[src/rtl/huffman_canon_encoder.sv]
// huffman_canon_encoder
// Block-based canonical Huffman encoder. The block collects BLOCK_LEN
// symbols and counts how often each symbol occurs. It then builds a Huffman
// tree by repeatedly merging the two lightest nodes, derives each symbol's
// code length from its depth in the tree, and assigns canonical codes. The
// finished table is streamed out one entry per symbol, in symbol order.
//
// Ports
//   clock            rising-edge clock
//   reset            synchronous, active-high; aborts any block in progress
//   data_in          input symbol
//   data_enable      data_in valid; counted only while collecting
//   data_out_symbol  table entry symbol
//   data_out_length  code length, 0 = symbol absent from the block
//   data_out_code    canonical code, right-aligned, MSB sent first
//   data_out_valid   table entry valid
//   data_out_ready   downstream accepts the entry
//   data_out_state   1 = busy (not collecting); data_enable is ignored
//
// State    | meaning
// ---------+-----------------------------------------------------------
// COLLECT  | count incoming symbols until BLOCK_LEN have been taken
// SCAN     | walk all nodes once, tracking the two lightest active nodes
// MERGE    | create an internal node from the pair found by SCAN
// LENGTH   | per leaf, count parent hops up to the root
// CANON    | assign canonical codes, shortest length first
// OUTPUT   | stream one table entry per symbol with valid/ready
module huffman_canon_encoder #(
  parameter int SYM_W     = 3,
  parameter int BLOCK_LEN = 20,
  parameter int MAX_LEN   = 15,
  parameter int CNT_W     = 8
) (
  input  logic               clock,
  input  logic               reset,
  input  logic [SYM_W-1:0]   data_in,
  input  logic               data_enable,
  output logic [SYM_W-1:0]   data_out_symbol,
  output logic [3:0]         data_out_length,
  output logic [MAX_LEN-1:0] data_out_code,
  output logic               data_out_valid,
  input  logic               data_out_ready,
  output logic               data_out_state
);

  localparam int NUM_SYM = 1 << SYM_W;
  localparam int NODES   = 2 * NUM_SYM - 1;
  localparam int IW      = SYM_W + 1;

  localparam logic [SYM_W-1:0] LAST_SYM  = SYM_W'(NUM_SYM - 1);
  localparam logic [CNT_W-1:0] LAST_CNT  = CNT_W'(BLOCK_LEN - 1);
  localparam logic [IW-1:0]    FIRST_INT = IW'(NUM_SYM);
  localparam logic [3:0]       LAST_LEN  = 4'(MAX_LEN);

  typedef enum logic [2:0] {
    S_COLLECT,
    S_SCAN,
    S_MERGE,
    S_LENGTH,
    S_CANON,
    S_OUTPUT
  } state_e;

  state_e state_q, state_d;

  // Node storage: indices below NUM_SYM are leaves (weight = frequency),
  // the rest are internal nodes created by merges.
  logic [CNT_W-1:0]   w_q       [NODES];
  logic [IW-1:0]      par_q     [NODES];
  logic               has_par_q [NODES];
  logic [3:0]         len_q     [NUM_SYM];
  logic [MAX_LEN-1:0] code_q    [NUM_SYM];

  logic [CNT_W-1:0]   blk_cnt_q, blk_cnt_d;
  logic [IW-1:0]      node_cnt_q, node_cnt_d;
  logic [IW-1:0]      scan_idx_q, scan_idx_d;
  logic [IW-1:0]      min1_q, min1_d;
  logic [IW-1:0]      min2_q, min2_d;
  logic               v1_q, v1_d;
  logic               v2_q, v2_d;
  logic [SYM_W-1:0]   sym_q, sym_d;
  logic [IW-1:0]      cur_q, cur_d;
  logic [3:0]         hops_q, hops_d;
  logic [3:0]         cl_q, cl_d;
  logic [MAX_LEN-1:0] next_code_q, next_code_d;

  logic               inc_en;
  logic               merge_en;
  logic               len_wr;
  logic [3:0]         len_val;
  logic               code_wr;
  logic               clr_all;

  // Running two-minimum update with the node under the scan cursor folded
  // in. Strict less-than keeps the earlier (lower index) node on ties, and
  // the first minimum found becomes the left child.
  logic               cand_act;
  logic [IW-1:0]      m1_n, m2_n;
  logic               v1_n, v2_n;

  always_comb begin
    cand_act = (w_q[scan_idx_q] != '0) && !has_par_q[scan_idx_q];
    m1_n = min1_q;
    m2_n = min2_q;
    v1_n = v1_q;
    v2_n = v2_q;
    if (cand_act) begin
      if (!v1_q || (w_q[scan_idx_q] < w_q[min1_q])) begin
        m2_n = min1_q;
        v2_n = v1_q;
        m1_n = scan_idx_q;
        v1_n = 1'b1;
      end else if (!v2_q || (w_q[scan_idx_q] < w_q[min2_q])) begin
        m2_n = scan_idx_q;
        v2_n = 1'b1;
      end
    end
  end

  logic [MAX_LEN-1:0] code_inc;

  always_comb begin
    state_d     = state_q;
    blk_cnt_d   = blk_cnt_q;
    node_cnt_d  = node_cnt_q;
    scan_idx_d  = scan_idx_q;
    min1_d      = min1_q;
    min2_d      = min2_q;
    v1_d        = v1_q;
    v2_d        = v2_q;
    sym_d       = sym_q;
    cur_d       = cur_q;
    hops_d      = hops_q;
    cl_d        = cl_q;
    next_code_d = next_code_q;
    inc_en      = 1'b0;
    merge_en    = 1'b0;
    len_wr      = 1'b0;
    len_val     = '0;
    code_wr     = 1'b0;
    clr_all     = 1'b0;
    code_inc    = next_code_q;

    case (state_q)
      S_COLLECT: begin
        if (data_enable) begin
          inc_en    = 1'b1;
          blk_cnt_d = blk_cnt_q + CNT_W'(1);
          if (blk_cnt_q == LAST_CNT) begin
            state_d    = S_SCAN;
            node_cnt_d = FIRST_INT;
            scan_idx_d = '0;
            v1_d       = 1'b0;
            v2_d       = 1'b0;
          end
        end
      end

      S_SCAN: begin
        min1_d = m1_n;
        min2_d = m2_n;
        v1_d   = v1_n;
        v2_d   = v2_n;
        if (scan_idx_q == node_cnt_q - IW'(1)) begin
          // Fewer than two active nodes left means the tree is complete
          // (or the block held a single distinct symbol).
          if (v2_n) begin
            state_d = S_MERGE;
          end else begin
            state_d = S_LENGTH;
            sym_d   = '0;
            cur_d   = '0;
            hops_d  = '0;
          end
        end else begin
          scan_idx_d = scan_idx_q + IW'(1);
        end
      end

      S_MERGE: begin
        merge_en   = 1'b1;
        node_cnt_d = node_cnt_q + IW'(1);
        scan_idx_d = '0;
        v1_d       = 1'b0;
        v2_d       = 1'b0;
        state_d    = S_SCAN;
      end

      S_LENGTH: begin
        if (has_par_q[cur_q]) begin
          cur_d  = par_q[cur_q];
          hops_d = hops_q + 4'd1;
        end else begin
          len_wr = 1'b1;
          // A present leaf with no parent is the lone symbol of the block.
          if (w_q[IW'(sym_q)] == '0) begin
            len_val = '0;
          end else if (hops_q == '0) begin
            len_val = 4'd1;
          end else begin
            len_val = hops_q;
          end
          hops_d = '0;
          if (sym_q == LAST_SYM) begin
            state_d     = S_CANON;
            sym_d       = '0;
            cl_d        = 4'd1;
            next_code_d = '0;
          end else begin
            sym_d = sym_q + SYM_W'(1);
            cur_d = IW'(sym_q) + IW'(1);
          end
        end
      end

      S_CANON: begin
        if (len_q[sym_q] == cl_q) begin
          code_wr  = 1'b1;
          code_inc = next_code_q + MAX_LEN'(1);
        end
        if (sym_q == LAST_SYM) begin
          next_code_d = code_inc << 1;
          sym_d       = '0;
          if (cl_q == LAST_LEN) begin
            state_d = S_OUTPUT;
          end else begin
            cl_d = cl_q + 4'd1;
          end
        end else begin
          next_code_d = code_inc;
          sym_d       = sym_q + SYM_W'(1);
        end
      end

      S_OUTPUT: begin
        if (data_out_ready) begin
          if (sym_q == LAST_SYM) begin
            clr_all   = 1'b1;
            blk_cnt_d = '0;
            sym_d     = '0;
            state_d   = S_COLLECT;
          end else begin
            sym_d = sym_q + SYM_W'(1);
          end
        end
      end

      default: state_d = S_COLLECT;
    endcase
  end

  always_ff @(posedge clock) begin
    if (reset) begin
      state_q     <= S_COLLECT;
      blk_cnt_q   <= '0;
      node_cnt_q  <= FIRST_INT;
      scan_idx_q  <= '0;
      min1_q      <= '0;
      min2_q      <= '0;
      v1_q        <= 1'b0;
      v2_q        <= 1'b0;
      sym_q       <= '0;
      cur_q       <= '0;
      hops_q      <= '0;
      cl_q        <= 4'd1;
      next_code_q <= '0;
    end else begin
      state_q     <= state_d;
      blk_cnt_q   <= blk_cnt_d;
      node_cnt_q  <= node_cnt_d;
      scan_idx_q  <= scan_idx_d;
      min1_q      <= min1_d;
      min2_q      <= min2_d;
      v1_q        <= v1_d;
      v2_q        <= v2_d;
      sym_q       <= sym_d;
      cur_q       <= cur_d;
      hops_q      <= hops_d;
      cl_q        <= cl_d;
      next_code_q <= next_code_d;
    end
  end

  always_ff @(posedge clock) begin
    if (reset || clr_all) begin
      for (int i = 0; i < NODES; i++) begin
        w_q[i]       <= '0;
        par_q[i]     <= '0;
        has_par_q[i] <= 1'b0;
      end
      for (int s = 0; s < NUM_SYM; s++) begin
        len_q[s]  <= '0;
        code_q[s] <= '0;
      end
    end else begin
      if (inc_en) begin
        w_q[IW'(data_in)] <= w_q[IW'(data_in)] + CNT_W'(1);
      end
      if (merge_en) begin
        w_q[node_cnt_q]   <= w_q[min1_q] + w_q[min2_q];
        par_q[min1_q]     <= node_cnt_q;
        par_q[min2_q]     <= node_cnt_q;
        has_par_q[min1_q] <= 1'b1;
        has_par_q[min2_q] <= 1'b1;
      end
      if (len_wr) begin
        len_q[sym_q] <= len_val;
      end
      if (code_wr) begin
        code_q[sym_q] <= next_code_q;
      end
    end
  end

  // Outputs are driven straight from registers, so they hold steady under
  // backpressure; outside OUTPUT they read as zero.
  always_comb begin
    data_out_valid  = (state_q == S_OUTPUT);
    data_out_state  = (state_q != S_COLLECT);
    data_out_symbol = '0;
    data_out_length = '0;
    data_out_code   = '0;
    if (state_q == S_OUTPUT) begin
      data_out_symbol = sym_q;
      data_out_length = len_q[sym_q];
      if (len_q[sym_q] != '0) begin
        data_out_code = code_q[sym_q];
      end
    end
  end

endmodule

[config.mk]
export PLATFORM = sky130hd
export DESIGN_NAME = huffman_canon_encoder
export DESIGN_NICKNAME = d
export VERILOG_FILES = /design/src/rtl/huffman_canon_encoder.sv
export SDC_FILE = /design/constraint.sdc
export NUM_CORES = 1
export LEC_CHECK = 0
export ABC_AREA = 1
export CAP_MARGIN = 25
export CORE_AREA = 2 2 249 251
export CTS_BUF_LIST = sky130_fd_sc_hd__clkbuf_16
export CTS_CLUSTER_SIZE = 20
export DETAILED_ROUTE_END_ITERATION = 7
export DIE_AREA = 0 0 251 253
export GPL_TIMING_DRIVEN = 1
export HOLD_SLACK_MARGIN = 0.12
export PLACE_DENSITY = 0.63
export SYNTH_ARGS = -nofsm -noshare
export SYNTH_HDL_FRONTEND = slang
export SYNTH_SLANG_ARGS = --single-unit
[constraint.sdc]
create_clock -name clock -period 4.47 [get_ports clock]
set_input_delay 1.341 -clock clock [delete_from_list [all_inputs] [get_ports clock]]
set_output_delay 1.341 -clock clock [all_outputs]
set_load 0.02 [all_outputs]
==> metrics.md, run 1 <==
| Metric | Value |
|---|---|
| Outcome | `complete, but fails checks` |
| Failing checks | `design-rule violations` |
| DP HPWL | `52.5 mm` |
| Combinational power share | `9.2%` |
| CTS buffer count | `48` |
| Clock power frac | `43.5%` |
| #FFs+latches synth | `438` |
| Critical path type | `reg -> out` |
| Yosys top cell by area | `edfxtp_1` |
| Reg power frac | `47.3%` |
| WL per Instance | `20.1 um` |
| Final wirelength | `77.5 mm` |
| Cell variety after synth | `42` |
| Worst Path Buf+Inv | `3` |
| Total iterations of the first detailed-routing run | `8` |
| Mean Syn Cell Area | `8.06 um^2` |
| Power Density | `355 nW/um^2` |
| CP max stage delay | `0.62 ns` |
| Post-layout util | `44.8%` |
| # diodes | `0` |
| Clk_lat worst skew | `0.59 ns` |
| Adder and majority gate portion of the synthesized area | `1.74%` |
| WL met3 | `7.57 mm` |
| Final period utilization | `97.1%` |
| DRC | `9` |
| Fin crit period | `4.34 ns` |
| Core area | `61,000 um^2` |
| Metal-1 WL | `33.1 mm` |
| First-pass GRT wire length | `118 mm` |
| Layout area overhead | `13.2%` |
| CP endpoint kind | `primary output` |
| WHS | `0.457 ns` |
| Die W | `251 um` |
| Final Setup Violations | `0` |
| Layout cells sized above 1 | `6.97%` |
| Largest net degree at the start of global routing | `61` |
| Die area | `63,500 um^2` |
| Sequential cell area | `12,200 um^2` |
| Drt via density | `5.64` |
| Simple-gate area share of the yosys netlist | `21.8%` |
| Commonest non-fill, non-tap cells in the layout | `615 x nor2_1, 395 x nand2_1, 390 x o21ai_0` |
| Switching share of power | `24.6%` |
| Multiplexer area fraction after synthesis | `0.704%` |
| Main area contributors after synthesis | `edfxtp_1 43%, nor2_1 9.5%, o21ai_0 8.1%, dfxtp_1 7.8%, nand2_1 6.1%` |
| Complex-gate fraction of the synthesized area | `17.0%` |
| Slew Viols, Final | `0` |
| Switching pwr | `2.39 mW` |
| Mapped Area | `24,200 um^2` |
| Initial antenna violation count | `0` |
| Clk sinks | `438` |
| Sum Neg Setup Slack | `0 ns` |
| CP top delay family | `buffers and inverters` |
| Sequential fraction of the synthesis area | `50.5%` |
| Vias post-DR | `21,700` |
| Slew headroom | `28.9%` |
| Highest metal used | `met4` |
| Nets@finish | `3,058` |
| Vias in the first global route | `20,100` |
| Post-Synth XOR/XNOR Area | `1.05%` |
| Critical path's slowest cell | `clkdlybuf4s50_1` |
| CTS tree | `built` |
| Clock-pin slew on the worst setup and hold paths | `0.06 ns` |
| Maxcap violations | `0` |
| CP max FO | `60` |
| Top_reg_cell synth | `edfxtp_1` |
| GP Congestion | `0.967` |
| Max rail drop VDD | `0.252 mV` |
| Critical Path Start Type | `flip-flop` |
| Initial DRC count | `2,667` |
| Post-route cell area | `27,400 um^2` |
| Hold Violations, Final | `0` |
| Postcts setup bufs | `0` |
| Post-route ant nets | `0` |
| Met2 WL | `34.4 mm` |
| Worst min path class | `reg -> reg` |
| Syn_nets | `3,042` |
| Crit path arrival time | `3.00 ns` |
| Share of the synthesized area in the top cell type | `42.7%` |
| CTS max path bufs | `3` |
| Die Height | `253 um` |
| Critical Path RT | `3.13 ns` |
| CTS root buf | `clkbuf_16` |
| Grt ovf | `0` |
| P_int | `7.33 mW` |
| Post-synth EDFFs | `344` |
| Largest family of logic cells by synthesized area | `simple AND/OR/NAND/NOR gates` |
| Htree depth | `2` |
| Fmax | `230 MHz` |
| Worst-Margin Slew | `1.06 ns` |
| Placed Area | `25,600 um^2` |
| Ys async rst share | `0%` |
| Initial Util | `39.6%` |
| Final Power | `9.72 mW` |
| Skew final | `0.0221 ns` |
| IO Port Bufs | `30` |
| Most frequent CP cell | `nor2_1` |
| Leak pwr | `10.3 nW` |
| Commonest non-fill, non-tap cell in the layout | `nor2_1` |
| Mapped Cells | `3,002` |
| Unrepaired setup endpoints after global routing | `false` |
| # rows | `91` |
| Critical-path cell list | `inv_2, buf_8, nor2_1, o221ai_1, nand3_1, nor2_1, clkdlybuf4s50_1` |
| Io pins | `31` |
| Multi-input gate area | `10,200 um^2` |
| Filler instances | `6,027` |
| YS warnings | `0` |
| GRT Total Usage | `24.1%` |
## worst reg2reg max path: cells and delay by family (launching register included)
kind / cells / cell delay [ns]
compound gates: 8 / 1.18
simple gates: 9 / 0.79
fa+ha+maj: 1 / 0.34
buf+inv: 4 / 0.83
flops: 1 / 0.39
## final timing paths
check / from / end / slack (ns) / cells past startpoint
max reg2reg: flip-flop / w_q[3][7] / 0.68 / 22
min reg2reg: blk_cnt_q[7] / blk_cnt_q[7] / 0.46 / 1
max: flip-flop / data_out_code[14] / 0.13 / 7
min: blk_cnt_q[7] / blk_cnt_q[7] / 0.46 / 1
## cells in the mapped netlist, types with 2 or more instances
library cell / instances
clkbuf_1: 115
inv_2: 4
a31oi_1: 6
o21ai_1: 4
nand2_1: 395
or2_2: 4
nor4_1: 7
buf_2: 32
o221ai_1: 38
nor2_1: 615
nand2_2: 2
nand3_1: 201
nor3_1: 38
xnor2_1: 5
nor3b_1: 2
o22ai_1: 10
edfxtp_1: 344
o31ai_1: 2
a22oi_1: 3
clkinv_1: 20
buf_1: 24
mux2i_1: 17
a211oi_1: 4
o21ai_0: 392
o221a_2: 6
inv_1: 260
xor2_1: 24
nand4_1: 22
ha_1: 32
dfxtp_1: 94
o211ai_1: 65
a21oi_1: 205
## area by class of cell
type                            count  area share (%)
Inverter                          284            3.90
Timing Repair Buffer              138            4.33
Multi-Input combinational cell   2108            37.3
Clock buffer                       50            4.57
Clock inverter                     39            1.56
Tap cell                          790            3.61
Sequential cell                   438            44.7
## sequential cells by signal, indices dropped and copies added, names as in the netlist, named ones only
signal and flops:
w_q 128, code_q 120, par_q 64, len_q 32, has_par_q 16, next_code_q 15, blk_cnt_q 8, cl_q 4
cur_q 4, hops_q 4, min1_q 4, min2_q 4, node_cnt_q 4, scan_idx_q 4, state_q 3, sym_q 3
v1_q 1, v2_q 1
## kinds of logic after synthesis
group / after synthesis
multiplexers: 17
flip-flops: 438
AO/OA/AOI/OAI: 739
XOR/XNOR: 29
adder cells (fa/ha/maj): 33
AND/OR/NAND/NOR: 1290
buffers and inverters: 456
## metrics by stage
stage	cells	setup WS, ns
final	3847	0.128
after global placement	3757	0.468
after CTS	3846	0.00186
after detailed placement	3757	0.464
after global routing	3847	0.00455
after floorplan	3002	0.719
## routing by layer
layer  track usage (%)  vias up
met4              8.03        0
met2              37.5     1094
li1                  -    10300
met1              33.7    10100
met5                 0        -
met3              4.50      186
## power by group through the flow
stage               Combinational [mW]  Sequential (mW)  Clock, mW
CTS                              0.868             4.60       4.27
floorplan                        0.578             4.64          0
detailed placement               0.863             4.68          0
global placement                 0.858             4.68          0
global route                     0.982             4.61       4.41
finish                           0.891             4.60       4.23
## repair_timing
action / in CTS / in global routing
endpoints found under the hold margin: 0 / 0
hold buffers: 0 / 0
endpoints found under the setup margin: 15 / 16
resized for setup: 7 / 15
Note: power is estimated with default switching activity, not from simulation.
==> run 2, diff against run 1 <==
- CORE_AREA: 2 2 249 251 -> 2 2 223 280
- DIE_AREA: 0 0 251 253 -> 0 0 225 282
==> metrics.md, run 2 (same netlist as run 1, synthesis figures left out) <==
| Metric | Value |
|---|---|
| Outcome | `finished, final reports clean` |
| Filler instances | `5,868` |
| Total iterations of the first detailed-routing run | `6` |
| GP Congestion | `0.973` |
| Critical-path cell list | `buf_4, nor2_1, nor2_1, o21ai_0, nand3_1, nand2_1, nand2_1, nor2_1, buf_4, nor3_1, clkdlybuf4s50_1` |
| Core area | `60,500 um^2` |
| Worst-Margin Slew | `0.961 ns` |
| Fmax | `232 MHz` |
| Fin crit period | `4.32 ns` |
| Die W | `225 um` |
| Die Height | `282 um` |
| Skew final | `0.0235 ns` |
| Reg power frac | `48.1%` |
| Worst Path Buf+Inv | `3` |
| Crit path arrival time | `2.98 ns` |
| Unrepaired setup endpoints after global routing | `false` |
| Htree depth | `2` |
| # diodes | `0` |
| Worst min path class | `reg -> reg` |
| CTS tree | `built` |
| Most frequent CP cell | `nor2_1` |
| Commonest non-fill, non-tap cell in the layout | `nor2_1` |
| CTS max path bufs | `3` |
| Final period utilization | `96.6%` |
| Biggest register | `w_q` |
| Final wirelength | `77.9 mm` |
| Max rail drop VDD | `0.303 mV` |
| Switching pwr | `2.41 mW` |
| Slew headroom | `35.7%` |
| Grt ovf | `0` |
| Final Setup Violations | `0` |
| Commonest non-fill, non-tap cells in the layout | `615 x nor2_1, 395 x nand2_1, 391 x o21ai_0` |
| Max reg flops | `128` |
| Hold Violations, Final | `0` |
| IO Port Bufs | `30` |
| CP max stage delay | `0.65 ns` |
| Largest net degree at the start of global routing | `91` |
| Initial antenna violation count | `0` |
| Biggest regs | `w_q x128, code_q x120, par_q x64` |
| Power Density | `350 nW/um^2` |
| Final Power | `9.55 mW` |
| Initial Util | `40.0%` |
| Combinational power share | `9.3%` |
| Critical path type | `reg -> out` |
| Critical path's slowest cell | `clkdlybuf4s50_1` |
| Critical Path RT | `3.13 ns` |
| WL per Instance | `20.4 um` |
| CP endpoint kind | `primary output` |
| Vias in the first global route | `20,200` |
| Switching share of power | `25.2%` |
| Initial DRC count | `2,197` |
| P_int | `7.14 mW` |
| Critical Path Start Type | `flip-flop` |
| Sequential cell area | `12,200 um^2` |
| Vias post-DR | `21,600` |
| Clock-pin slew on the worst setup and hold paths | `0.06 ns` |
| # rows | `101` |
| Layout area overhead | `12.7%` |
| Clk sinks | `438` |
| Clock power frac | `42.5%` |
| DRC | `0` |
| Sum Neg Setup Slack | `0 ns` |
| CTS root buf | `clkbuf_16` |
| Die area | `63,500 um^2` |
| CTS buffer count | `45` |
| Leak pwr | `10.2 nW` |
| GRT Total Usage | `24.2%` |
| Nets@finish | `3,051` |
| Drt via density | `5.66` |
| Maxcap violations | `0` |
| CP top delay family | `buffers and inverters` |
| CP max FO | `20` |
| Post-route ant nets | `0` |
| First-pass GRT wire length | `117 mm` |
| Clk_lat worst skew | `0.60 ns` |
| Io pins | `31` |
| Multi-input gate area | `10,200 um^2` |
| DP HPWL | `52.8 mm` |
| Layout cells sized above 1 | `6.53%` |
| Slew Viols, Final | `0` |
==> run 2: final cells by class <==
class                      count  share of cell area (%)
tap                          772                    3.54
clock buffer                  46                    4.22
inverter                     284                    3.92
multi-input combinational   2108                    37.5
timing repair buffer         134                    4.45
clock inverter                38                    1.56
sequential                   438                    44.8
==> run 2: timing repair <==
item,4_1_cts,5_1_grt
endpoints found under the setup margin,15,15
buffers inserted,0,0
resized for setup,2,8
hold buffers,0,0
==> run 2: power groups by stage <==
stage               logic (mW)  clock network, mW  registers (mW)
CTS                      0.881               4.11            4.59
floorplan                0.578                  0            4.64
detailed placement       0.876                  0            4.68
global placement         0.871                  0            4.68
finish                   0.893               4.06            4.60
global route             0.980               4.25            4.61
==> run 2: path summary, 6_finish.rpt <==
kind / start / depth (start not counted) / slack, ns / end
max: flip-flop / 11 / 0.15 / data_out_code[5]
min: has_par_q[4] / 2 / 0.46 / has_par_q[4]
max reg2reg: flip-flop / 23 / 0.64 / w_q[4][7]
min reg2reg: has_par_q[4] / 2 / 0.46 / has_par_q[4]
==> run 2: per-layer routing <==
metal	vias to the layer above	track usage (%)	part of all wire (%)
li1	10300	-	-
met1	10100	30.6	40
met2	990	40.5	48
met3	229	3.14	7.0
met4	0	12.3	5.0
met5	-	0	0
==> run 2: worst reg2reg max path: stages, from the launching register on <==
cell and delay, ns:
dfxtp_1 0.36, clkinv_1 0.34, buf_4 0.35, a21oi_1 0.14, o21ai_0 0.09, nand3_1 0.10, nand3_1 0.12, nand2_1 0.14
ha_1 0.26, a21o_1 0.18, o21ai_0 0.23, nand2_1 0.11, a21oi_1 0.18, or2_2 0.14, nand2_1 0.05, a21oi_1 0.17
inv_1 0.05, o21ai_0 0.07, nand2_1 0.06, nand2_1 0.05, o21ai_1 0.07, inv_1 0.10, buf_12 0.15, nor2_1 0.05
==> run 2: stage by stage <==
step,hold slack [ns],cell area (um^2),instances,setup slack [ns],utilization (%)
4_1_cts,0.459,27200,3819,0.0455,45.0
2_1_floorplan,0.423,24200,3002,0.719,-
3_3_place_gp,0.448,25700,3735,0.474,42.4
5_1_grt,0.475,27300,3820,0.0178,45.0
3_5_place_dp,0.447,25700,3735,0.441,42.4
6_report,0.461,27300,3820,0.151,45.0
